$ cat src/rtl/frl_multiport.sv
// Free register list: circular FIFO of free physical tags, multi-port.
// Define FRL_PROTOCOL_CHECK_EN to enable the sticky Frl_Err checker.
module frl_multiport #(
  parameter int PHY_W      = 6,
  parameter int DEPTH      = 16,
  parameter int FIRST_FREE = 32,
  parameter int RD_PORTS   = 2,
  parameter int WR_PORTS   = 2,
  localparam int IDX_W = $clog2(DEPTH),
  localparam int PTR_W = IDX_W + 1,
  localparam int CNT_W = IDX_W + 1,
  localparam int RC_W  = $clog2(RD_PORTS + 1)
) (
  input  logic                      Clk,
  input  logic                      Reset,
  input  logic                      Cdb_Flush,
  input  logic [PTR_W-1:0]          Cfc_FrlHeadPtr,
  input  logic [WR_PORTS-1:0]       Rob_Commit,
  input  logic [WR_PORTS-1:0]       Rob_CommitRegWrite,
  input  logic [WR_PORTS*PHY_W-1:0] Rob_CommitPrePhyAddr,
  input  logic [RC_W-1:0]           Dis_FrlReadCnt,
  output logic [RD_PORTS*PHY_W-1:0] Frl_RdPhyAddr,
  output logic [RC_W-1:0]           Frl_AvailCnt,
  output logic [CNT_W-1:0]          Frl_Count,
  output logic                      Frl_Empty,
  output logic [PTR_W-1:0]          Frl_HeadPtr,
  output logic                      Frl_Err
);

  logic [PHY_W-1:0] mem [DEPTH];
  logic [PTR_W-1:0] head;
  logic [PTR_W-1:0] tail;
  logic [PTR_W-1:0] count;
  logic [PTR_W-1:0] space;
  logic [PTR_W-1:0] wr_n;
  logic [PTR_W-1:0] tail_nxt;
  logic [PTR_W-1:0] head_nxt;
  logic [PTR_W-1:0] rp;
  logic [PTR_W-1:0] wp;
  logic [RC_W-1:0]  rd_n;
  logic [WR_PORTS-1:0] wen;
  logic [IDX_W-1:0] widx [WR_PORTS];
  logic [WR_PORTS-1:0] valid;

  assign count       = tail - head;
  assign space       = PTR_W'(DEPTH) - count;
  assign valid       = Rob_Commit & Rob_CommitRegWrite;
  assign Frl_Count   = CNT_W'(count);
  assign Frl_Empty   = (count == '0);
  assign Frl_HeadPtr = head;

  always_comb begin
    Frl_AvailCnt = RC_W'(RD_PORTS);
    if (count < PTR_W'(RD_PORTS))
      Frl_AvailCnt = RC_W'(count);
  end

  always_comb begin
    Frl_RdPhyAddr = '0;
    rp = '0;
    for (int j = 0; j < RD_PORTS; j++) begin
      rp = head + PTR_W'(j);
      Frl_RdPhyAddr[j*PHY_W +: PHY_W] = mem[rp[IDX_W-1:0]];
    end
  end

  // Over-requests saturate to what is actually available.
  assign rd_n = (Dis_FrlReadCnt < Frl_AvailCnt) ? Dis_FrlReadCnt
                                                : Frl_AvailCnt;
  assign head_nxt = Cdb_Flush ? Cfc_FrlHeadPtr
                              : head + PTR_W'(rd_n);

`ifdef FRL_PROTOCOL_CHECK_EN
  logic drop;
`endif

  // Compact valid commit ports onto consecutive tail slots until full.
  always_comb begin
    wr_n = '0;
    wp   = '0;
    wen  = '0;
`ifdef FRL_PROTOCOL_CHECK_EN
    drop = 1'b0;
`endif
    for (int k = 0; k < WR_PORTS; k++) begin
      widx[k] = '0;
      if (valid[k]) begin
        if (wr_n < space) begin
          wp      = tail + wr_n;
          wen[k]  = 1'b1;
          widx[k] = wp[IDX_W-1:0];
          wr_n    = wr_n + 1'b1;
        end
`ifdef FRL_PROTOCOL_CHECK_EN
        else drop = 1'b1;
`endif
      end
    end
    tail_nxt = tail + wr_n;
  end

  always_ff @(posedge Clk) begin
    if (Reset) begin
      head <= '0;
      tail <= PTR_W'(DEPTH);
      for (int i = 0; i < DEPTH; i++)
        mem[i] <= PHY_W'(FIRST_FREE + i);
    end else begin
      head <= head_nxt;
      tail <= tail_nxt;
      for (int k = 0; k < WR_PORTS; k++)
        if (wen[k])
          mem[widx[k]] <= Rob_CommitPrePhyAddr[k*PHY_W +: PHY_W];
    end
  end

`ifdef FRL_PROTOCOL_CHECK_EN
  logic err_q;
  logic ev_rd;
  logic ev_fl;

  assign ev_rd = !Cdb_Flush && (Dis_FrlReadCnt > Frl_AvailCnt);
  assign ev_fl = Cdb_Flush &&
                 ((tail_nxt - Cfc_FrlHeadPtr) > PTR_W'(DEPTH));

  always_ff @(posedge Clk) begin
    if (Reset) begin
      err_q <= 1'b0;
    end else if (ev_rd || drop || ev_fl) begin
      err_q <= 1'b1;
`ifndef SYNTHESIS
      if (ev_rd) $error("frl: read count exceeds available");
      if (drop)  $error("frl: commit write dropped on full list");
      if (ev_fl) $error("frl: flush head pointer beyond depth");
`endif
    end
  end

  assign Frl_Err = err_q;
`else
  assign Frl_Err = 1'b0;
`endif

endmodule

$ cat config.mk
export PLATFORM = sky130hd
export DESIGN_NAME = frl_multiport
export DESIGN_NICKNAME = d
export VERILOG_FILES = /design/src/rtl/frl_multiport.sv
export SDC_FILE = /design/constraint.sdc
export NUM_CORES = 1
export LEC_CHECK = 0
export BUFFER_PORTS_ARGS = -buffer_cell sky130_fd_sc_hd__buf_2
export CAP_MARGIN = 0
export CORE_ASPECT_RATIO = 1.1
export CORE_MARGIN = 8
export CORE_UTILIZATION = 40
export DETAILED_ROUTE_END_ITERATION = 12
export PLACE_DENSITY = 0.66
export SLEW_MARGIN = 40
export SYNTH_ARGS = -nofsm -noshare
export SYNTH_HDL_FRONTEND = slang
export SYNTH_SLANG_ARGS = --single-unit
export TNS_END_PERCENT = 100
$ cat constraint.sdc
create_clock -name Clk -period 10.8 [get_ports Clk]
set_input_delay 0.54 -clock Clk [delete_from_list [all_inputs] [get_ports Clk]]
set_output_delay 0.54 -clock Clk [all_outputs]
set_load 0.1 [all_outputs]
==> summary.txt <==
===============================================================================
Starting density of the core                                              0.408
R2R depth                                                                    17
Antenna Cells                                                                 0
Initial DRC count                                                           986
Ordered list of cells on the worst path                            inv_1 > ha_1 > or3_1 > a21oi_1 > and2_1 > ha_1 > nor3b_2 > nand2_1 > buf_4 > o21ai_1 > inv_2 > ha_1 > nand3_1 > xnor2_1 > and2_0 > a21boi_2 > a311o_1
Critical path required time                                           10,830 ps
Clock period minus final worst setup slack                              6080 ps
Synthesized netlist cell count                                              703
Non-Filler Instances                                                        968
Cell family contributing the most delay on the critical path       simple AND/OR/NAND/NOR gates
# rows                                                                       54
Detailed-route vias per instance                                           6.68
Pin count of the biggest net entering global routing                         76
Highest-delay cell along the critical path                         sky130_fd_sc_hd__dfxtp_1
CTS clk-pin slew, worst paths                                             70 ps
Crit Path Category                                                 register to register
Arrival @ worst endpoint                                                6110 ps
Clock latency at the later pin of the worst-skew pair                    360 ps
Number of gates resized after CTS                                             0
Number of clock buffers inserted by TritonCTS                                 9
Post-detailed-routing wire length                                  26,800 microns
Clk sinks                                                                   106
Post-Synthesis Net Count                                                    747
Slew Limit Headroom                                                       0.348
Number of endpoints with negative hold slack in the final report              0
Sum of net half-perimeters after detailed placement                19,600 microns
Number of flip-flops and latches in the synthesized netlist                 106
Peak Freq                                                               164 MHz
Unrepaired setup endpoints after global routing                           false
Overall Power                                                           1940 uW
Final worst path period share                                             0.563
Number of buffers on the longest clock path                                   2
Largest fanout of any net on the critical path                               57
Worst setup EP type                                                    register
Top library cells by usage in the layout, fill and taps aside      sky130_fd_sc_hd__edfxtp_1, sky130_fd_sc_hd__nor2_1, sky130_fd_sc_hd__mux4_2
Count of warnings emitted by yosys                                            0
Most frequent cell on the critical path                            sky130_fd_sc_hd__ha_1
Sequential area share after synthesis                                     0.380
Total number of H-tree levels                                                 3
Top-level I/O count                                                          52
Cell count after placement                                                  952
Power per cell area                                                 221 nW/um^2
Placer Congestion                                                         0.957
Worst path buffer plus inverter count                                         3
Post-Route Setup TNS                                                       0 ps
Kind of start point of the critical path                               register
Post-CTS setup buffer count                                                   0
Max-cap violations                                                            0
Post-place setup slack                                                  4700 ps
Wirelength per Cell                                                27.7 microns
Destination of the critical timing path                            mem[8][1]$_DFFE_PP_
Buffers added on ports                                                       50
Total stage count of the critical path                                       17
Static Leakage                                                       0.00257 uW
Layout cells sized above 1                                                0.261
Reg-to-reg critical path endpoint                                  mem[8][1]$_DFFE_PP_
Total routing usage reported by global routing                            0.219
Setup Skew                                                              9.30 ps
Final count of negative-setup-slack endpoints                                 0
Hold Buf Count CTS                                                            0
Max-slew violation count                                                      0
Worst R2R Setup Slack                                                   4720 ps
Wire length of the first global-routing pass                       40,400 microns
Antenna-violating nets left                                                   0
Commonest non-fill, non-tap cell in the layout                     sky130_fd_sc_hd__edfxtp_1
Worst setup margin                                                      4720 ps
Total via count in the routed design                                      6,471
Standard cell core area                                            19,900 sq um
Worst setup path startpoint                                        Frl_HeadPtr[3]$_SDFF_PP0_
Syn-to-layout area delta                                                  8.31%
Hold Path Class                                                    input port to register
Via count of the first global-routing pass                                6,290
Unique masters post-synth                                                    60
Vertical die dimension                                              165 microns
Initial antenna violation count                                               1
Post-synth EDFFs                                                             96
TritonCTS clock tree                                                        yes
Area of the die                                                    25,100 sq um
Status                                                             finished, final reports clean
Fraction of registers with async set/reset                                    0
Die Wd                                                              152 microns
Area of the mapped netlist                                           8110 sq um
Average instance area after synthesis                                11.5 sq um
Slowest stage delay, CP                                                  760 ps
Most used flip-flop cell after synthesis                           sky130_fd_sc_hd__edfxtp_1
Drt first pass iters                                                          6
Worst supply voltage drop on vdd                                         245 uV
Residual overflow from global routing                                         0
Nets                                                                        755
Root buf cell                                                      sky130_fd_sc_hd__clkbuf_16
Detailed-route DRC error count                                                0
RR Startpoint                                                      Frl_HeadPtr[3]$_SDFF_PP0_
Slew @ Worst Pin                                                         974 ps
===============================================================================
## logic make-up (layout without fill, tap and decap cells)
logic type               count (synthesis)  after routing  synth area share
AND/OR/NAND/NOR                        169            169            0.0968
adder cells (fa/ha/maj)                 18             18            0.0306
flip-flops                             106            106             0.380
XOR/XNOR                                16             16            0.0236
buffers and inverters                   84             97            0.0457
other                                    1              1          0.000463
multiplexers                           129            129             0.256
AO/OA/AOI/OAI                          180            180             0.167
## power breakdown
| group | switching [uW] | leakage (uW) | internal [uW] |
|---|---|---|---|
| clock network | 160 | 0.000143 | 181 |
| registers | 19.7 | 0.000907 | 468 |
| logic | 856 | 0.00152 | 252 |
## sequential cells by signal (all words and copies together) (netlist names)
signal and count:
tail 5, Frl_HeadPtr 5, mem 96
## synth_stat cells (all sizes together) (10+ instances only)
library cell	n	share of area
a311o	14	0.017
nand2	40	0.019
mux2	25	0.035
buf	26	0.019
a211oi	16	0.015
edfxtp	96	0.36
mux2i	44	0.054
dfxtp	10	0.025
mux4	60	0.17
o211ai	18	0.017
o21ai	59	0.037
inv	20	0.0093
clkbuf	38	0.018
a21oi	19	0.019
nor2	73	0.034
and2	10	0.0077
ha	15	0.023
## stage by stage
stage	area (sq um)	utilization	hold WS, ps
2_1_floorplan	8110	-	489
3_3_place_gp	8470	0.427	502
3_5_place_dp	8480	0.427	507
4_1_cts	8770	0.442	421
5_1_grt	8780	0.442	453
6_report	8780	0.442	416
## routing by layer
metal,GRT usage,vias up,wire length (microns)
li1,-,2779,-
met1,0.288,3139,10200
met2,0.347,463,12600
met3,0.0330,88,2580
met4,0.105,2,1320
met5,0,-,13
## worst min-delay path by stage
stage	cells after the start	slack [ps]	end	from
floorplan	2	490	tail[4]$_SDFF_PP1_	tail[4]$_SDFF_PP1_
global placement	2	500	tail[4]$_SDFF_PP1_	tail[4]$_SDFF_PP1_
detailed placement	2	510	tail[4]$_SDFF_PP1_	tail[4]$_SDFF_PP1_
CTS	3	420	Frl_HeadPtr[2]$_SDFF_PP0_	Cfc_FrlHeadPtr[2]
global route	3	450	Frl_HeadPtr[2]$_SDFF_PP0_	Cfc_FrlHeadPtr[2]
finish	3	420	Frl_HeadPtr[4]$_SDFF_PP0_	Cfc_FrlHeadPtr[4]
## tightest hold or removal path: stages
cell and delay, ps:
sky130_fd_sc_hd__buf_2 70, sky130_fd_sc_hd__a21oi_1 60, sky130_fd_sc_hd__nor2_1 70
## cell type report
type,instances,area [sq um]
clock inverters,6,63.8
inverters,20,75.1
fillers,1867,11100
repair buffers,61,337
multi-input cells,513,4670
clock buffers,10,229
flip-flops and latches,106,3090
well taps,252,315
Power figures use the tool's default switching activity.
